### config.mk
export PLATFORM = sky130hd
export DESIGN_NAME = seq_frame_ctrl
export DESIGN_NICKNAME = d
export VERILOG_FILES = /design/src/rtl/seq_frame_pkg.sv /design/src/rtl/seq_frame_ctrl_pat_det.sv /design/src/rtl/seq_frame_ctrl.sv
export SDC_FILE = /design/constraint.sdc
export NUM_CORES = 1
export LEC_CHECK = 0
export ABC_AREA = 1
export BUFFER_PORTS_ARGS = -buffer_cell sky130_fd_sc_hd__buf_2
export CORE_AREA = 3 3 78 80
export CTS_CLUSTER_SIZE = 10
export DETAILED_ROUTE_END_ITERATION = 10
export DIE_AREA = 0 0 81 83
export GPL_TIMING_DRIVEN = 0
export MAX_ROUTING_LAYER = met4
export PLACE_DENSITY = 0.72
export SYNTH_ARGS = -nofsm -noshare
export SYNTH_HDL_FRONTEND = slang
export SYNTH_HIERARCHICAL = 1
export SYNTH_SLANG_ARGS = --single-unit
export TNS_END_PERCENT = 50
### constraint.sdc
create_clock -name clk -period 2.4 [get_ports clk]
set_input_delay 0.36 -clock clk [delete_from_list [all_inputs] [get_ports clk]]
set_output_delay 0.36 -clock clk [all_outputs]
set_load 0.01 [all_outputs]
### src/rtl/seq_frame_pkg.sv
`default_nettype none
// ============================================================================
// Module   : seq_frame_pkg
// Purpose  : Shared constants for the word-to-serial pattern sequencer:
//            FSM state encoding and the power-up detection pattern.
// Revision : 1.0  initial release
// ============================================================================
package seq_frame_pkg;

  // FSM state encoding (2-bit, legacy-compatible constants)
  localparam logic [1:0] C_ST_IDLE   = 2'b00;
  localparam logic [1:0] C_ST_SHIFT  = 2'b01;
  localparam logic [1:0] C_ST_REPORT = 2'b10;

  // Pattern loaded into the detector on reset (MSB arrives first)
  localparam logic [4:0] C_RST_PAT   = 5'b10110;

endpackage : seq_frame_pkg
`default_nettype wire

### src/rtl/seq_frame_ctrl_pat_det.sv
`default_nettype none
// ============================================================================
// Module   : pat_det
// Purpose  : Programmable overlapping Mealy pattern detector. Holds the
//            pattern register, the last PAT_W-1 bits of history and a
//            saturating count of how many history bits are valid.
// Ports    : clk    - clock, rising edge
//            rst    - asynchronous reset, active low
//            load   - load pat into the pattern register, clear history
//            pat    - new pattern (MSB is first-arriving bit)
//            clr    - clear history only
//            bit_en - consume bit_in on this clock edge
//            bit_in - current serial bit
//            match  - combinational: history plus bit_in equals pattern
// Revision : 1.0  initial release
// ============================================================================
module pat_det
  import seq_frame_pkg::*;
#(
  parameter int               PAT_W   = 5,
  parameter logic [PAT_W-1:0] RST_PAT = PAT_W'(C_RST_PAT)
) (
  input  logic             clk,
  input  logic             rst,
  input  logic             load,
  input  logic [PAT_W-1:0] pat,
  input  logic             clr,
  input  logic             bit_en,
  input  logic             bit_in,
  output logic             match
);

  localparam int              SEEN_W     = $clog2(PAT_W);
  localparam logic [SEEN_W-1:0] C_SEEN_MAX = SEEN_W'(PAT_W - 1);

  logic [PAT_W-1:0]  r_pat;
  logic [PAT_W-2:0]  r_hist;
  logic [SEEN_W-1:0] r_seen;
  logic [PAT_W-2:0]  w_hist_nxt;

  // A two-bit pattern keeps only one history bit, so the shift degenerates.
  generate
    if (PAT_W == 2) begin : g_hist_one
      assign w_hist_nxt = bit_in;
    end else begin : g_hist_wide
      assign w_hist_nxt = {r_hist[PAT_W-3:0], bit_in};
    end
  endgenerate

  // Match only once a full PAT_W-1 bits of history exist since the last clear.
  assign match = ({r_hist, bit_in} == r_pat) && (r_seen == C_SEEN_MAX);

  always_ff @(posedge clk or negedge rst) begin
    if (!rst) begin
      r_pat  <= RST_PAT;
      r_hist <= '0;
      r_seen <= '0;
    end else if (load) begin
      r_pat  <= pat;
      r_hist <= '0;
      r_seen <= '0;
    end else if (clr) begin
      r_hist <= '0;
      r_seen <= '0;
    end else if (bit_en) begin
      r_hist <= w_hist_nxt;
      if (r_seen != C_SEEN_MAX) begin
        r_seen <= r_seen + SEEN_W'(1);
      end
    end
  end

endmodule : pat_det
`default_nettype wire

### src/rtl/seq_frame_ctrl.sv
`default_nettype none
// ============================================================================
// Module   : seq_frame_ctrl
// Purpose  : Accepts a parallel word over valid/ready, feeds it MSB-first
//            one bit per clock into pat_det, and reports the number of
//            matches plus a per-bit match bitmap over a valid/ready port.
// Ports    : clk       - clock, rising edge
//            rst       - asynchronous reset, active low
//            cfg_we    - pattern write strobe (effective in IDLE only)
//            cfg_pat   - new pattern
//            cont      - sampled at accept; 1 keeps detector history
//            in_valid  - input word valid
//            in_ready  - input ready (IDLE and no cfg write)
//            in_data   - input word
//            out_valid - result valid (REPORT)
//            out_ready - result accepted
//            out_count - number of matches in the word
//            match_map - bit k set when a match completed on in_data[k]
// Revision : 1.0  initial release
// ============================================================================
module seq_frame_ctrl
  import seq_frame_pkg::*;
#(
  parameter int               DATA_W  = 16,
  parameter int               PAT_W   = 5,
  parameter logic [PAT_W-1:0] RST_PAT = PAT_W'(C_RST_PAT),
  parameter int               CNT_W   = $clog2(DATA_W + 1)
) (
  input  logic              clk,
  input  logic              rst,
  input  logic              cfg_we,
  input  logic [PAT_W-1:0]  cfg_pat,
  input  logic              cont,
  input  logic              in_valid,
  output logic              in_ready,
  input  logic [DATA_W-1:0] in_data,
  output logic              out_valid,
  input  logic              out_ready,
  output logic [CNT_W-1:0]  out_count,
  output logic [DATA_W-1:0] match_map
);

  localparam int               IDX_W      = $clog2(DATA_W);
  localparam logic [IDX_W-1:0] C_IDX_LAST = IDX_W'(DATA_W - 1);

  logic [1:0]        r_state;
  logic [DATA_W-1:0] r_word;
  logic [IDX_W-1:0]  r_idx;
  logic [CNT_W-1:0]  r_count;
  logic [DATA_W-1:0] r_map;

  logic w_idle;
  logic w_shift;
  logic w_accept;
  logic w_load;
  logic w_clr;
  logic w_match;
  logic w_hit;

  assign w_idle   = (r_state == C_ST_IDLE);
  assign w_shift  = (r_state == C_ST_SHIFT);
  assign in_ready = w_idle && !cfg_we;
  assign w_accept = in_valid && in_ready;
  assign w_load   = w_idle && cfg_we;
  assign w_clr    = w_accept && !cont;
  assign w_hit    = w_shift && w_match;

  assign out_valid = (r_state == C_ST_REPORT);
  assign out_count = r_count;
  assign match_map = r_map;

  // The word register shifts left so the current bit is always its MSB.
  pat_det #(
    .PAT_W   (PAT_W),
    .RST_PAT (RST_PAT)
  ) u_pat_det (
    .clk    (clk),
    .rst    (rst),
    .load   (w_load),
    .pat    (cfg_pat),
    .clr    (w_clr),
    .bit_en (w_shift),
    .bit_in (r_word[DATA_W-1]),
    .match  (w_match)
  );

  always_ff @(posedge clk or negedge rst) begin
    if (!rst) begin
      r_state <= C_ST_IDLE;
      r_word  <= '0;
      r_idx   <= '0;
      r_count <= '0;
      r_map   <= '0;
    end else begin
      case (r_state)
        C_ST_IDLE: begin
          if (w_accept) begin
            r_word  <= in_data;
            r_idx   <= '0;
            r_count <= '0;
            r_map   <= '0;
            r_state <= C_ST_SHIFT;
          end
        end
        C_ST_SHIFT: begin
          r_word  <= {r_word[DATA_W-2:0], 1'b0};
          // Shifting the map left lands the first bit's flag at DATA_W-1
          // after DATA_W steps, matching its position in the input word.
          r_map   <= {r_map[DATA_W-2:0], w_hit};
          r_count <= r_count + CNT_W'(w_hit);
          r_idx   <= r_idx + IDX_W'(1);
          if (r_idx == C_IDX_LAST) begin
            r_state <= C_ST_REPORT;
          end
        end
        C_ST_REPORT: begin
          if (out_ready) begin
            r_state <= C_ST_IDLE;
          end
        end
        default: r_state <= C_ST_IDLE;
      endcase
    end
  end

endmodule : seq_frame_ctrl
`default_nettype wire

==> results by group, run 1 <==
Layout
  – Nets@finish: 436
  – Layout cells sized above 1: 0.230
  – Syn-to-layout area delta: 16.7%
  – ANT cells: 0

Synthesis
  – Syn Inst Count: 347
  – Largest cells by area after synthesis: dfrtp_1 48%, nand2_1 21%, nand3_1 9.4%
  – FF+latch count, synth: 55
  – Largest area contributor in the netlist: dfrtp_1
  – Post-synth net total: 379
  – Share of the synthesized area in the top cell type: 0.478
  – Synthesized cell area: 2730 um^2
  – Yosys Warn Count: 6
  – Syn Area/Cell: 7.85 um^2
  – Cell variety after synth: 20
  – Seq/Total Area, Yosys: 0.506

Placement
  – DP HPWL: 4080 um
  – IO Port Bufs: 49
  – GP Congestion: 0.779

Timing
  – Final critical-path share of the clock period: 0.844
  – Relative slew slack: 0.578
  – Clock skew: 4.61 ps
  – Finish-stage setup viols: 0
  – Fin Hold WS: 63.5 ps
  – Final slew viol count: 0
  – Final hold vios: 0
  – Worst-margin pin slew: 634 ps
  – RSZ-0062 raised after global routing: false
  – Final min period: 2020 ps
  – TNS Setup: 0 ps
  – Max frequency: 0.494 GHz

Floorplanning
  – Die Ht: 83 um
  – Core Area: 5470 um^2
  – I/O pin count: 50
  – Row count: 27
  – Die W: 81 um
  – Initial Utilization: 0.498
  – Die footprint: 6720 um^2

Worst setup path
  – CP max-delay cell: dfrtp_1
  – Worst path required time: 2600 ps
  – CP delay by family, top: simple AND/OR/NAND/NOR gates
  – Crit-path max FO: 4
  – CP bufs+invs: 2
  – CP endpoint kind: register
  – CP arrival: 2230 ps
  – CP max stage delay: 360 ps
  – FF-to-FF setup slack: 380 ps
  – Setup CP Type: reg -> reg
  – CP Cell Sequence: inv_1, ha_1, nand2_2, a21oi_1, nand2_1, nor2_1, nand2_1, inv_1, ha_1, ha_1, or2_2, nand3_1, nand2_1
  – Critical path launch point type: register

CTS
  – H-tree depth: 2
  – TritonCTS Sinks: 55
  – Post-CTS Hold Fix Bufs: 0
  – Setup Fix Bufs, Post-CTS: 0
  – Worst skew pair latency: 300 ps
  – Clk root buf: clkbuf_8
  – Quantity of gates resized following cts: 0
  – Max clock buf depth: 2
  – CTS tree: built
  – Total CTS buffers: 5
  – Clk pin slew, worst setup/hold paths: 90 ps

GRT
  – Vias in the first global route: 2202
  – Global-route wire length before repair: 9720 um
  – Initial antenna violation count: 0
  – Tot GR Track Use: 0.186
  – Grt total ovfl: 0
  – Largest net degree at the start of global routing: 56

Detailed routing
  – Post-route ant nets: 0
  – Routed wire length: 5730 um
  – Iter 0 DRT Violations: 139
  – Routed len/inst: 12.0 um
  – DRC violations left: 0
  – Via count: 2374
  – Vias per Instance: 4.98
  – Initial DRT Pass Iterations: 4

Power and ir drop
  – Worst ir drop on vdd: 488 uV
  – Pwr dens: 1110 nW/um^2
  – Leakage power: 1.86 nW

Outcome
  – Status: finished, final reports clean

Min path
  – Hold crit path type: in -> async

Flow run
  – Max-cap violation count: 0
cell type report:
type / count / area (um^2)
buffer: 17 / 124
clock buffer: 8 / 100
multi-input combinational: 251 / 1130
inverter: 24 / 90.1
timing repair buffer: 50 / 265
sequential: 55 / 1380
tap: 72 / 90.1
fill: 548 / 2290
report_power, final:
| part | internal [W] | switching, W | total, W |
|---|---|---|---|
| logic | 0.000569 | 0.000921 | 0.00149 |
| registers | 0.00125 | 0.000229 | 0.00147 |
| clock network | 0.000264 | 0.000289 | 0.000553 |
| total | 0.00208 | 0.00144 | 0.00352 |
layer usage:
metal / GRT usage / routed length (um) / vias up
li1: - / - / 1202
met1: 0.235 / 2670 / 1112
met2: 0.299 / 2680 / 53
met3: 0.0434 / 304 / 7
met4: 0.0492 / 72 / 0
met5: - / 0 / -
registers in the layout, summed over array words and instances (netlist names):
| register | cells |
|---|---|
| u_pat_det/r_seen | 3 |
| u_pat_det/r_pat | 5 |
| match_map | 16 |
| r_state | 2 |
| r_word | 16 |
| u_pat_det/r_hist | 4 |
| r_idx | 4 |
| out_count | 5 |
cell usage in the layout (no fill, tap or decap):
cell      instances
nand3_2           2
clkbuf_8          7
nand2_2           3
buf_12            1
nor2_1           11
nor2_4            1
dfrtp_1          52
o21ai_0          10
clkbuf_1          1
nand2_1         152
or2_2             3
dfstp_2           3
nand3_1          51
nor2_2            3
buf_2            58
a21oi_1           4
inv_1            21
ha_1              5
buf_4             3
buf_6             5
inv_2             3
a211oi_2          1
nand4_1           5
stage by stage:
stage                     instance area (um^2)  instances  setup slack (ps)  utilization  total power (W)
after floorplan                           2730        347               573            -          0.00257
after global placement                    3060        468               420        0.559          0.00295
after detailed placement                  3060        468               388        0.559          0.00299
after CTS                                 3160        476               370        0.578          0.00356
after global routing                      3180        477               177        0.581          0.00385
final                                     3180        477               375        0.581          0.00352
kinds of logic after synthesis:
kind of cell | share of synthesized area
AND/OR/NAND/NOR | 0.362
flip-flops | 0.506
buffers and inverters | 0.0785
AO/OA/AOI/OAI | 0.0303
adder cells (fa/ha/maj) | 0.0230
worst reg2reg max path, delay by kind of cell, from the launching register on:
kind,cells,cell delay (ps)
AO/OA/AOI/OAI,1,50
adder cells (fa/ha/maj),3,640
AND/OR/NAND/NOR,7,760
buffers and inverters,2,120
flip-flops,1,360
Yosys cell counts:
cell type    n
inv_2        3
a21oi_1      4
nand3_2      2
o21ai_0     10
a211oi_2     1
buf_4        3
or2_2        3
nand4_1      5
buf_2        9
ha_1         5
dfstp_2      3
nand2_1    152
nor2_4       1
buf_6        5
nor2_2       3
nor2_1      11
nand3_1     51
nand2_2      3
inv_1       21
dfrtp_1     52
worst paths after layout:
kind | start | endpoint | cells past startpoint
max in group asynchronous | rst | r_idx[1]$_DFFE_PN0P_ | 2
setup / recovery | u_pat_det/r_seen[0]$_DFFE_PN0P_ | out_count[2]$_DFFE_PN0P_ | 13
min in group clk | cfg_pat[0] | u_pat_det/r_pat[0]$_DFFE_PN0P_ | 3
hold reg to reg | u_pat_det/r_pat[1]$_DFFE_PN1P_ | u_pat_det/r_pat[1]$_DFFE_PN1P_ | 2
setup reg to reg | u_pat_det/r_seen[0]$_DFFE_PN0P_ | out_count[2]$_DFFE_PN0P_ | 13
hold / removal | rst | u_pat_det/r_seen[1]$_DFFE_PN0P_ | 1
No activity file was read; power rests on OpenSTA's default activity.
==> run 2, diff against run 1 <==
--- a/config.mk
+++ b/config.mk
@@ -13,7 +13,7 @@
 export DIE_AREA = 0 0 81 83
 export GPL_TIMING_DRIVEN = 0
 export MAX_ROUTING_LAYER = met4
-export PLACE_DENSITY = 0.72
+export PLACE_DENSITY = 0.75
 export SYNTH_ARGS = -nofsm -noshare
 export SYNTH_HDL_FRONTEND = slang
 export SYNTH_HIERARCHICAL = 1
==> constraint.sdc (replaced) <==
create_clock -name clk -period 1.8 [get_ports clk]
set_input_delay 0.27 -clock clk [delete_from_list [all_inputs] [get_ports clk]]
set_output_delay 0.27 -clock clk [all_outputs]
set_load 0.01 [all_outputs]
==> results by group, run 2 (synthesis results as in run 1) <==
Floorplanning
  – I/O pin count: 50 (unchanged)
  – Die W: 81 um (unchanged)
  – Die footprint: 6720 um^2 (unchanged)
  – Core Area: 5470 um^2 (unchanged)
  – Row count: 27 (unchanged)
  – Die Ht: 83 um (unchanged)
  – Initial Utilization: 0.498 (unchanged)

Detailed routing
  – Initial DRT Pass Iterations: 4 (unchanged)
  – Met3 wire length: 244 um (-20%)
  – Routed len/inst: 12.7 um (+5.4%)
  – DRC violations left: 0 (unchanged)
  – Iter 0 DRT Violations: 174 (+25%)
  – Top Metal Used: met4
  – Post-route ant nets: 0 (unchanged)
  – M1 wire length: 2730 um (+2.5%)
  – Routed wire length: 6080 um (+6.1%)
  – Vias per Instance: 4.94 (-0.83%)
  – Via count: 2369 (-0.21%)
  – Met2 WL: 3040 um (+13%)

Min path
  – Hold depth: 3
  – Hold crit path type: in -> reg

Timing
  – RSZ-0062 raised after global routing: true
  – Final slew viol count: 0 (unchanged)
  – Clock skew: 11.2 ps (+6.59 ps)
  – Fin Hold WS: 170 ps (+107 ps)
  – Max frequency: 0.551 GHz (+12%)
  – Finish-stage setup viols: 2 (+2)
  – Final critical-path share of the clock period: 1.01 (+0.164)
  – Worst-margin pin slew: 1190 ps (+558 ps)
  – Final hold vios: 0 (unchanged)
  – Final min period: 1810 ps (-211 ps)
  – Relative slew slack: 0.206 (-0.372)
  – TNS Setup: -23.9 ps (-23.9 ps)
  – Final worst slack: -13.5 ps (-389 ps)

Layout
  – Syn-to-layout area delta: 20.6%
  – FF/Latch Area: 1380 um^2 (unchanged)
  – Most common cell after layout, fill and taps aside: nand2_1
  – # fillers: 530 (-3.3%)
  – Commonest non-fill, non-tap cells in the layout: 150 x nand2_1, 58 x buf_2, 52 x dfrtp_1
  – ANT cells: 0 (unchanged)
  – Nets@finish: 439 (+0.69%)
  – Layout cells sized above 1: 0.272 (+0.0424)
  – Design Area, Final: 3290 um^2 (+3.3%)
  – Multi-input logic area: 1220 um^2 (+7.9%)

Worst setup path
  – Crit-path max FO: 4 (unchanged)
  – Register-to-Register Path Depth: 13 (unchanged)
  – Setup CP Type: reg -> reg
  – CP arrival: 2020 ps (-210 ps)
  – CP endpoint kind: register
  – Worst path required time: 2010 ps (-590 ps)
  – Critical path launch point type: register

CTS
  – Clk pin slew, worst setup/hold paths: 100 ps (about the same)
  – CTS tree: built
  – H-tree depth: 2 (unchanged)
  – TritonCTS Sinks: 55 (unchanged)
  – Worst skew pair latency: 310 ps (about the same)
  – Max clock buf depth: 2 (unchanged)
  – Post-CTS Hold Fix Bufs: 0 (unchanged)
  – Total CTS buffers: 5 (unchanged)
  – Clk root buf: clkbuf_8

Placement
  – DP HPWL: 4090 um (+0.27%)
  – IO Port Bufs: 49 (unchanged)
  – GP Congestion: 0.776 (-0.40%)
  – Area after DPL: 3060 um^2 (about the same)

Flow run
  – Max-cap violation count: 0 (unchanged)

Outcome
  – Status: finished with violations
  – Failing checks: negative setup slack

Power and ir drop
  – Leakage power: 1.87 nW (+0.57%)
  – Overall power: 0.00493 W (+40%)
  – Pwr dens: 1500 nW/um^2 (+36%)
  – Worst ir drop on vdd: 637 uV (+31%)

GRT
  – Tot GR Track Use: 0.194 (+0.00753)
  – Initial antenna violation count: 0 (unchanged)
  – Vias in the first global route: 2235 (+1.5%)
  – Largest net degree at the start of global routing: 56 (unchanged)
  – Global-route wire length before repair: 10000 um (+3.3%)
  – Grt total ovfl: 0 (unchanged)
[run 2: worst paths after layout]
kind                                                 start  slack [ps]                         endpoint
max                        u_pat_det/r_seen[0]$_DFFE_PN0P_         -10         out_count[2]$_DFFE_PN0P_
min                                             cfg_pat[3]         170   u_pat_det/r_pat[3]$_DFFE_PN0P_
max reg2reg                u_pat_det/r_seen[0]$_DFFE_PN0P_         -10         out_count[2]$_DFFE_PN0P_
min reg2reg                      match_map[15]$_DFFE_PN0P_         510        match_map[15]$_DFFE_PN0P_
max in group asynchronous                              rst         870         out_count[4]$_DFFE_PN0P_
min in group asynchronous                              rst         210  u_pat_det/r_hist[3]$_DFFE_PN0P_
[run 2: worst max-delay path: stages (launching register included)]
cell	delay, ps
dfrtp_1	380
inv_2	60
ha_4	160
nand2_4	60
a21oi_2	40
nand2_1	80
nor2_2	50
nand2_1	90
inv_2	50
ha_4	160
ha_4	160
or2_2	300
nand3_2	60
nand2_1	50
[run 2: cell type report]
type,instances,area share
buffer,17,0.0377
inverter,24,0.0274
clock buffer,7,0.0232
timing repair buffer,53,0.0838
sequential,55,0.420
tap,72,0.0274
clock inverter,1,0.00914
multi-input combinational,251,0.371
[run 2: per-layer routing]
layer	GRT usage	up-vias
li1	-	1208
met1	0.251	1117
met2	0.301	40
met3	0.0456	4
met4	0.0568	0
met5	-	-
[run 2: report_power, final]
| part | switching [W] | internal [W] | leakage, nW | total (W) |
|---|---|---|---|---|
| registers | 0.000346 | 0.00166 | 0.719 | 0.00201 |
| clock network | 0.000394 | 0.000417 | 0.0524 | 0.000811 |
| logic | 0.00130 | 0.000815 | 1.10 | 0.00212 |
| total | 0.00204 | 0.00289 | 1.87 | 0.00493 |
[run 2: what timing repair did]
item	CTS	global route
buffers inserted	4	0
endpoints found under the setup margin	3	6
pin swaps	3	10
gates resized for setup	6	16
[run 2: stage by stage]
step                instances  setup WS, ps   util
floorplan                 347          1.58      -
CTS                       480          7.89  0.590
finish                    480         -13.5  0.600
global route              480          -152  0.600
detailed placement        468          -169  0.560
global placement          468          -110  0.560
==> run 3, diff against run 2 <==
==> constraint.sdc (replaced) <==
create_clock -name clk -period 1.6 [get_ports clk]
set_input_delay 0.24 -clock clk [delete_from_list [all_inputs] [get_ports clk]]
set_output_delay 0.24 -clock clk [all_outputs]
set_load 0.01 [all_outputs]
==> results by group, run 3 (synthesis results as in run 1) <==
Layout
  – Syn-to-layout area delta: 24.6%
  – Layout cells sized above 1: 0.294 (+0.0222)
  – Commonest non-fill, non-tap cells in the layout: 149 x nand2_1, 55 x buf_2, 51 x dfrtp_1
  – Post-layout util: 0.620 (+0.0201)
  – Nets@finish: 449 (+2.3%)
  – Most common cell after layout, fill and taps aside: nand2_1
  – ANT cells: 0 (unchanged)

Flow run
  – Max-cap violation count: 0 (unchanged)

Floorplanning
  – Die footprint: 6720 um^2 (unchanged)
  – Die Ht: 83 um (unchanged)
  – I/O pin count: 50 (unchanged)
  – Die W: 81 um (unchanged)
  – Core Area: 5470 um^2 (unchanged)
  – Initial Utilization: 0.498 (unchanged)
  – Row count: 27 (unchanged)

Worst setup path
  – CP delay by family, top: simple AND/OR/NAND/NOR gates
  – CP Cell Sequence: inv_2, ha_4, nand2_4, a21oi_2, nand2_1, nor2_2, nand2_2, inv_2, ha_4, ha_4, nand3_1, nand2_1, nand3_1, nand2_1
  – Critical path launch point type: register
  – Crit-path max FO: 4 (unchanged)
  – CP arrival: 1940 ps (-80 ps)
  – CP bufs+invs: 2 (unchanged)
  – CP max-delay cell: dfrtp_1
  – Setup CP Type: reg -> reg
  – CP max stage delay: 400 ps (+20 ps)
  – Worst path required time: 1850 ps (-160 ps)
  – CP endpoint kind: register

Power and ir drop
  – Switching share of power: 0.397 (-0.0164)
  – Net switching power: 0.00231 W (+13%)
  – Clock share of power: 0.185 (+0.021)
  – P_int: 0.00351 W (+21%)
  – Logic gate share of total power: 0.428 (about the same)
  – Pwr dens: 1710 nW/um^2 (+14%)
  – Worst ir drop on vdd: 785 uV (+23%)
  – Sequential group share of total power: 0.387 (-0.020)
  – Leakage power: 1.93 nW (+3.2%)

Timing
  – Fin Hold WS: -43.0 ps (-213 ps)
  – Clock skew: 7.58 ps (-3.62 ps)
  – Max frequency: 0.591 GHz (+7.2%)
  – TNS Setup: -284 ps (-260 ps)
  – Worst-margin pin slew: 696 ps (-495 ps)
  – Final hold vios: 40 (+40)
  – Final critical-path share of the clock period: 1.06 (+0.0497)
  – Final worst slack: -91.6 ps (-78.0 ps)
  – RSZ-0062 raised after global routing: true
  – Relative slew slack: 0.536 (+0.330)
  – Final slew viol count: 0 (unchanged)
  – Final min period: 1690 ps (-122 ps)
  – Finish-stage setup viols: 4 (+2)

CTS
  – Total CTS buffers: 5 (unchanged)
  – Clk pin slew, worst setup/hold paths: 100 ps (about the same)
  – H-tree depth: 2 (unchanged)
  – TritonCTS Sinks: 55 (unchanged)
  – Post-CTS Hold Fix Bufs: 0 (unchanged)
  – Max clock buf depth: 2 (unchanged)
  – Clk root buf: clkbuf_8
  – Worst skew pair latency: 310 ps (about the same)
  – CTS tree: built

GRT
  – Global-route wire length before repair: 10600 um (+5.9%)
  – Largest net degree at the start of global routing: 56 (unchanged)
  – Vias in the first global route: 2309 (+3.3%)
  – Grt total ovfl: 0 (unchanged)
  – Initial antenna violation count: 0 (unchanged)
  – Tot GR Track Use: 0.202 (+0.00796)

Placement
  – DP HPWL: 4150 um (+1.4%)
  – Pre-CTS setup slack: -190 ps (-21.6 ps)
  – GP Congestion: 0.803 (+3.6%)
  – IO Port Bufs: 49 (unchanged)

Min path
  – Hold crit path type: in -> async

Detailed routing
  – Routed wire length: 6110 um (+0.49%)
  – Initial DRT Pass Iterations: 4 (unchanged)
  – Post-route ant nets: 0 (unchanged)
  – Vias per Instance: 4.92 (-0.35%)
  – DRC violations left: 0 (unchanged)
  – Routed len/inst: 12.5 um (-1.6%)
  – Via count: 2410 (+1.7%)
  – Iter 0 DRT Violations: 154 (-11%)

Outcome
  – Status: finished with violations
  – Failing checks: negative hold slack, negative setup slack
[run 3: final cells by class]
cell class | instances | area (um^2)
Inverter | 24 | 90.1
Timing Repair Buffer | 64 | 360
Clock inverter | 2 | 60.1
Multi-Input combinational cell | 251 | 1220
Buffer | 16 | 121
Fill cell | 503 | 2080
Tap cell | 72 | 90.1
Sequential cell | 55 | 1380
Clock buffer | 6 | 72.6
[run 3: metrics by stage]
step                      hold WS (ps)  total power (W)  std cells  cell area [um^2]
final                            -43.0          0.00582        490              3400
after CTS                          130          0.00575        482              3310
after floorplan                  -55.6          0.00392        347              2780
after detailed placement           459          0.00456        468              3110
after global routing              27.0          0.00632        490              3400
after global placement             446          0.00447        468              3110
[run 3: metal layers]
layer  share of wire  GRT usage
met1            0.47      0.267
met2            0.48      0.323
met3           0.043     0.0347
met4           0.011     0.0476
met5               0          -
[run 3: power groups by stage]
stage          Sequential (W)  Clock [W]  Combinational (W)
5_1_grt               0.00232    0.00116            0.00285
2_1_floorplan         0.00221          0            0.00172
4_1_cts               0.00224    0.00110            0.00241
3_5_place_dp          0.00225          0            0.00231
6_report              0.00225    0.00107            0.00249
3_3_place_gp          0.00223          0            0.00224
[run 3: worst register-to-register path, stage by stage (launching register included)]
cell and delay [ps]:
dfrtp_1 400, inv_2 90, ha_4 150, nand2_4 40
a21oi_2 100, nand2_1 70, nor2_2 110, nand2_2 80
inv_2 70, ha_4 140, ha_4 140, nand3_1 60
nand2_1 70, nand3_1 70, nand2_1 50
[run 3: worst paths after layout]
kind	startpoint	endpoint	slack, ps	cells past startpoint
max in group asynchronous	rst	r_state[1]$_DFFE_PN0P_	1160	1
setup reg to reg	u_pat_det/r_seen[0]$_DFFE_PN0P_	out_count[4]$_DFFE_PN0P_	-90	14
min in group clk	cfg_pat[4]	u_pat_det/r_pat[4]$_DFFE_PN1P_	140	3
hold / removal	rst	r_word[1]$_DFFE_PN0P_	-40	1
hold reg to reg	u_pat_det/r_pat[2]$_DFFE_PN1P_	u_pat_det/r_pat[2]$_DFFE_PN1P_	490	2
setup / recovery	u_pat_det/r_seen[0]$_DFFE_PN0P_	out_count[4]$_DFFE_PN0P_	-90	14
[run 3: timing repair]
action,CTS,global route
gates resized for setup,7,7
setup buffers,6,9
setup endpoints to repair,12,12
pin swaps,6,5
